[src/rtl/lane_map_pkg.sv]
// Shared types and the per-lane operation for the lane map engine.
package lane_map_pkg;

  typedef enum logic [1:0] {
    OP_PASS = 2'd0,
    OP_NEG  = 2'd1,
    OP_ABS  = 2'd2,
    OP_INCS = 2'd3
  } op_e;

  typedef enum logic [1:0] {
    IDLE = 2'd0,
    RUN  = 2'd1,
    DONE = 2'd2
  } state_e;

  // Packages cannot take parameters, so the width-generic lane function lives in a class wrapper.
  virtual class lane_fn_c #(parameter int unsigned W = 32);
    static function logic [W-1:0] lane_fn(input op_e op, input logic signed [W-1:0] x,
                                           output logic sat);
      logic signed [W-1:0] smin;
      logic signed [W-1:0] smax;
      logic signed [W-1:0] res;
      smin = {1'b1, {(W-1){1'b0}}};
      smax = ~smin;
      sat  = 1'b0;
      res  = x;
      case (op)
        OP_PASS: res = x;
        OP_NEG: begin
          if (x == smin) begin
            res = smax;
            sat = 1'b1;
          end else begin
            res = -x;
          end
        end
        OP_ABS: begin
          if (x == smin) begin
            res = smax;
            sat = 1'b1;
          end else if (x < 0) begin
            res = -x;
          end else begin
            res = x;
          end
        end
        OP_INCS: begin
          if (x == smax) begin
            res = smax;
            sat = 1'b1;
          end else begin
            res = x + {{(W-1){1'b0}}, 1'b1};
          end
        end
        default: res = x;
      endcase
      return res;
    endfunction
  endclass

endpackage

[src/rtl/lane_map_unit.sv]
// One combinational lane: applies the selected operation and flags saturation.
module lane_map_unit
  import lane_map_pkg::*;
#(
  parameter int unsigned WIDTH = 32
) (
  input  op_e              op_i,
  input  logic [WIDTH-1:0] x_i,
  output logic [WIDTH-1:0] y_o,
  output logic             sat_o
);

  // Evaluate the lane function for this element.
  always_comb begin
    sat_o = 1'b0;
    y_o   = lane_fn_c#(WIDTH)::lane_fn(op_i, x_i, sat_o);
  end

endmodule

[src/rtl/lane_map_seq.sv]
// Sequential per-lane map engine: walks a captured vector UNROLL lanes per cycle.
module lane_map_seq
  import lane_map_pkg::*;
#(
  parameter int unsigned WIDTH  = 32,
  parameter int unsigned LANES  = 10,
  parameter int unsigned UNROLL = 1
) (
  input  logic                   clk,
  input  logic                   rst_n,
  input  logic                   in_valid,
  output logic                   in_ready,
  input  op_e                    in_op,
  input  logic [LANES*WIDTH-1:0] in_x,
  output logic                   out_valid,
  input  logic                   out_ready,
  output logic [LANES*WIDTH-1:0] out_y,
  output logic                   out_sat
);

  localparam int unsigned IdxW = $clog2(LANES + 1);
  localparam logic [IdxW-1:0] LastIdx = IdxW'(LANES - UNROLL);
  localparam logic [IdxW-1:0] Step    = IdxW'(UNROLL);

  if (WIDTH < 2) begin : g_bad_width
    $error("lane_map_seq: WIDTH must be at least 2");
  end
  if (UNROLL == 0 || (LANES % UNROLL) != 0) begin : g_bad_unroll
    $error("lane_map_seq: UNROLL must divide LANES");
  end

  state_e                 state_q, state_d;
  logic [IdxW-1:0]        idx_q, idx_d;
  op_e                    op_q, op_d;
  logic [LANES*WIDTH-1:0] x_q, x_d;
  logic [LANES*WIDTH-1:0] y_q, y_d;
  logic                   sat_q, sat_d;
  logic                   accept;

  logic [WIDTH-1:0]       ux [UNROLL];
  logic [WIDTH-1:0]       uy [UNROLL];
  logic [UNROLL-1:0]      usat;

  assign accept = in_valid && in_ready;

  // State register.
  always_ff @(posedge clk or negedge rst_n) begin
    if (!rst_n) state_q <= IDLE;
    else        state_q <= state_d;
  end

  // Next-state logic; DONE can hand straight back to RUN on a same-cycle accept.
  always_comb begin
    state_d = state_q;
    unique case (state_q)
      IDLE:    if (in_valid) state_d = RUN;
      RUN:     if (idx_q == LastIdx) state_d = DONE;
      DONE:    if (out_ready) state_d = in_valid ? RUN : IDLE;
      default: state_d = IDLE;
    endcase
  end

  // FSM outputs; in_ready is combinational from out_ready in DONE.
  always_comb begin
    in_ready  = (state_q == IDLE) || ((state_q == DONE) && out_ready);
    out_valid = (state_q == DONE);
    out_y     = y_q;
    out_sat   = sat_q;
  end

  // Route lanes idx .. idx+UNROLL-1 of the captured vector to the units.
  always_comb begin
    for (int g = 0; g < int'(UNROLL); g++) begin
      ux[g] = '0;
      for (int l = 0; l < int'(LANES); l++) begin
        if (int'(idx_q) + g == l) ux[g] = x_q[l*WIDTH +: WIDTH];
      end
    end
  end

  for (genvar g = 0; g < int'(UNROLL); g++) begin : g_unit
    lane_map_unit #(
      .WIDTH(WIDTH)
    ) u_unit (
      .op_i (op_q),
      .x_i  (ux[g]),
      .y_o  (uy[g]),
      .sat_o(usat[g])
    );
  end

  // Datapath next state: capture on accept, write one lane group per RUN cycle.
  always_comb begin
    idx_d = idx_q;
    op_d  = op_q;
    x_d   = x_q;
    y_d   = y_q;
    sat_d = sat_q;
    if (accept) begin
      x_d   = in_x;
      op_d  = in_op;
      idx_d = '0;
      sat_d = 1'b0;
    end
    if (state_q == RUN) begin
      for (int l = 0; l < int'(LANES); l++) begin
        for (int g = 0; g < int'(UNROLL); g++) begin
          if (int'(idx_q) + g == l) y_d[l*WIDTH +: WIDTH] = uy[g];
        end
      end
      sat_d = sat_q | (|usat);
      idx_d = (idx_q == LastIdx) ? '0 : idx_q + Step;
    end
  end

  // Datapath registers.
  always_ff @(posedge clk or negedge rst_n) begin
    if (!rst_n) begin
      idx_q <= '0;
      op_q  <= OP_PASS;
      x_q   <= '0;
      y_q   <= '0;
      sat_q <= 1'b0;
    end else begin
      idx_q <= idx_d;
      op_q  <= op_d;
      x_q   <= x_d;
      y_q   <= y_d;
      sat_q <= sat_d;
    end
  end

endmodule

[config.mk]
export PLATFORM = sky130hd
export DESIGN_NAME = lane_map_seq
export DESIGN_NICKNAME = d
export VERILOG_FILES = /design/src/rtl/lane_map_pkg.sv /design/src/rtl/lane_map_unit.sv /design/src/rtl/lane_map_seq.sv
export SDC_FILE = /design/constraint.sdc
export NUM_CORES = 1
export LEC_CHECK = 0
export BUFFER_PORTS_ARGS = -buffer_cell sky130_fd_sc_hd__buf_4
export CORE_AREA = 2 2 249 251
export DETAILED_ROUTE_END_ITERATION = 8
export DIE_AREA = 0 0 251 253
export PLACE_DENSITY = 0.69
export SLEW_MARGIN = 5
export SYNTH_ARGS = -nofsm -noshare
export SYNTH_HDL_FRONTEND = slang
export SYNTH_HIERARCHICAL = 1
export SYNTH_SLANG_ARGS = --single-unit
[constraint.sdc]
create_clock -name clk -period 12.62 [get_ports clk]
set_clock_uncertainty 0.2 [all_clocks]
set_input_delay 3.786 -clock clk [delete_from_list [all_inputs] [get_ports clk]]
set_output_delay 3.786 -clock clk [all_outputs]
set_load 0.05 [all_outputs]
==> flow_summary.ini <==
[place]
gp_congestion = 0.905
port_buffers = 648
dp.final_hpwl_um = 68500
dp.cells = 3605

[yosys]
avgSynthCellArea_um2 = 12.9
synth_edf_count = 0
synth_area_leaders = dfrtp_1 54%, mux2_2 24%, mux2i_1 2.0%
syn_inst = 2317
synthFlopType = dfrtp_1
synth.largest_area_cell = dfrtp_1
ys_ff_latch = 649
synthDistinctLibCells = 79
netlist_area_um2 = 29800
synth_seq_area_share = 0.545
synth_top_area_frac = 0.545
asyncSetResetFlopFracSynth = 1.00
syn-num-nets = 2650
ys_warn_count = 6

[routing]
highest_layer = met5
final_antenna_net_count = 0
met3_length_um = 7420
dr.first_iter.drc_count = 1581
num_vias = 21959
met2_length_um = 47200
first_pass_iters = 5
post_drt_wl_per_cell_um = 25.6
via_per_inst = 5.86
drc = 0
wl_um = 96200
met1_length_um = 38100

[critical_path]
worstSetupPathType = input port to output pin
start_kind = input port
end_kind = output pin
cp_max_fo = 2
cp.arrival_ns = 4.33
cp_data_required_time_ns = 8.63
r2r_setup_slack_ns = 5.56

[run_status]
status = finished clean

[grt]
grt_overflow = 0
grt_max_degree = 191
grt_pass1_vias = 22318
antenna_found_initial = 26
grt_pass1_wl_um = 142000
grt_usage = 0.298

[final_layout]
area_delta_synth_final_pct = 26.1
layout.cells.non_filler = 3749
nets = 3221
layout-drive-gt1-share = 0.508

[clock_tree]
htree_levels = 3
cts_buffers = 71
cts.reportedPaths.clkPinSlew_ns = 0.05
cts-hold-fix-buffers = 0
cts_setup_buffers = 0
cts-resized-gates = 0
cts-root-buf = clkbuf_16
clk_path_buf_depth = 3
clock_sinks = 649
clk_latency_ns = 0.61
cts_tree = built

[floorplanning]
start_util = 0.489
die_x_um = 251
io_pins = 649
core-area_um2 = 61000
die_height_um = 253
fp.dieArea_um2 = 63500
std_cell_rows = 91

[min_path]
min_path_type = register to register

[sta]
post-route-min-period_ns = 8.32
worst_pin_slew_ns = 1.19
rsz0062_at_grt = no
slew_headroom = 0.203
setup_violations = 0
fmax_mhz = 120
maxSlewViolCount = 0
finalHoldViolations = 0
setup_tns_ns = 0
fin_crit_sh = 0.659

[flow_run]
maxCapViolations = 0
-- cells by family after synthesis --
family | count (synthesis) | synth area share
AO/OA/AOI/OAI | 384 | 0.0837
AND/OR/NAND/NOR | 326 | 0.0597
multiplexers | 714 | 0.272
buffers and inverters | 230 | 0.0354
XOR/XNOR | 7 | 0.00206
flip-flops | 649 | 0.545
adder cells (fa/ha/maj) | 7 | 0.00294
-- registers in the layout (all words and copies together), names as in the netlist --
| signal | flops |
|---|---|
| out_sat | 1 |
| state_q | 2 |
| x_q | 320 |
| op_q | 2 |
| idx_q | 4 |
| out_y | 320 |
-- critical path, cell delays in order --
cell and delay, ns:
buf_4 0.08, inv_1 0.04, a21oi_1 0.19, buf_4 0.23
-- layout make-up --
cell class              count  area, µm²
diodes                     22       55.1
clock buffers             101       2000
clock inverters            21        294
fillers                  4849      23400
inverters                  25       93.8
multi-input cells        1438      12600
flip-flops and latches    649      16200
well taps                 790        988
repair buffers            703       5340
-- cells in the mapped netlist (18+ instances only) --
cell type / instances
a211oi_1: 31
a21oi_1: 81
a221oi_1: 33
buf_1: 40
buf_2: 95
clkbuf_1: 53
dfrtp_1: 649
inv_1: 23
mux2_2: 634
mux2i_1: 60
nand2_1: 48
nand3_1: 26
nand3b_1: 24
nand4_1: 18
nor2_1: 89
nor3_1: 31
o21a_1: 22
o21ai_0: 85
o22ai_1: 52
-- worst paths after layout --
path,start,endpoint,depth (start not counted)
min in group asynchronous,rst_n,out_y[8]$_DFFE_PN0P_,1
worst min-delay path,out_y[230]$_DFFE_PN0P_,out_y[230]$_DFFE_PN0P_,1
max in group asynchronous,rst_n,x_q[244]$_DFFE_PN0P_,3
worst max register to register,idx_q[1]$_DFFE_PN0P_,out_y[233]$_DFFE_PN0P_,14
worst max-delay path,out_ready,in_ready,4
worst min register to register,out_y[230]$_DFFE_PN0P_,out_y[230]$_DFFE_PN0P_,1
-- layer usage --
layer,GRT usage,up-vias
li1,-,9680
met4,0.126,6
met2,0.493,806
met3,0.0713,170
met5,0,-
met1,0.374,11297
-- cell usage in the layout (no fill, tap or decap), types with 24 or more instances in the layout --
master,count
a221oi_1,33
mux2_2,634
o22ai_1,52
mux2i_1,60
nor3_1,31
dfrtp_1,647
a211oi_1,31
buf_4,698
nor2_1,89
nand2_1,41
nand3b_1,24
nand3_1,24
a21oi_1,81
clkbuf_16,73
o21ai_0,82
-- per-stage QoR --
stage                     hold slack, ns  utilization  worst slack (ns)  cell area [µm²]
after global placement             0.268        0.577              4.29            35200
after CTS                          0.288        0.615              4.29            37500
after floorplan                    0.275            -              4.00            29800
after global routing               0.314        0.616              4.21            37600
after detailed placement           0.276        0.577              4.30            35200
final                              0.285        0.616              4.30            37600
Power is not shown: default switching activity piles up to over one toggle a cycle in this logic, so the estimate is an artifact.
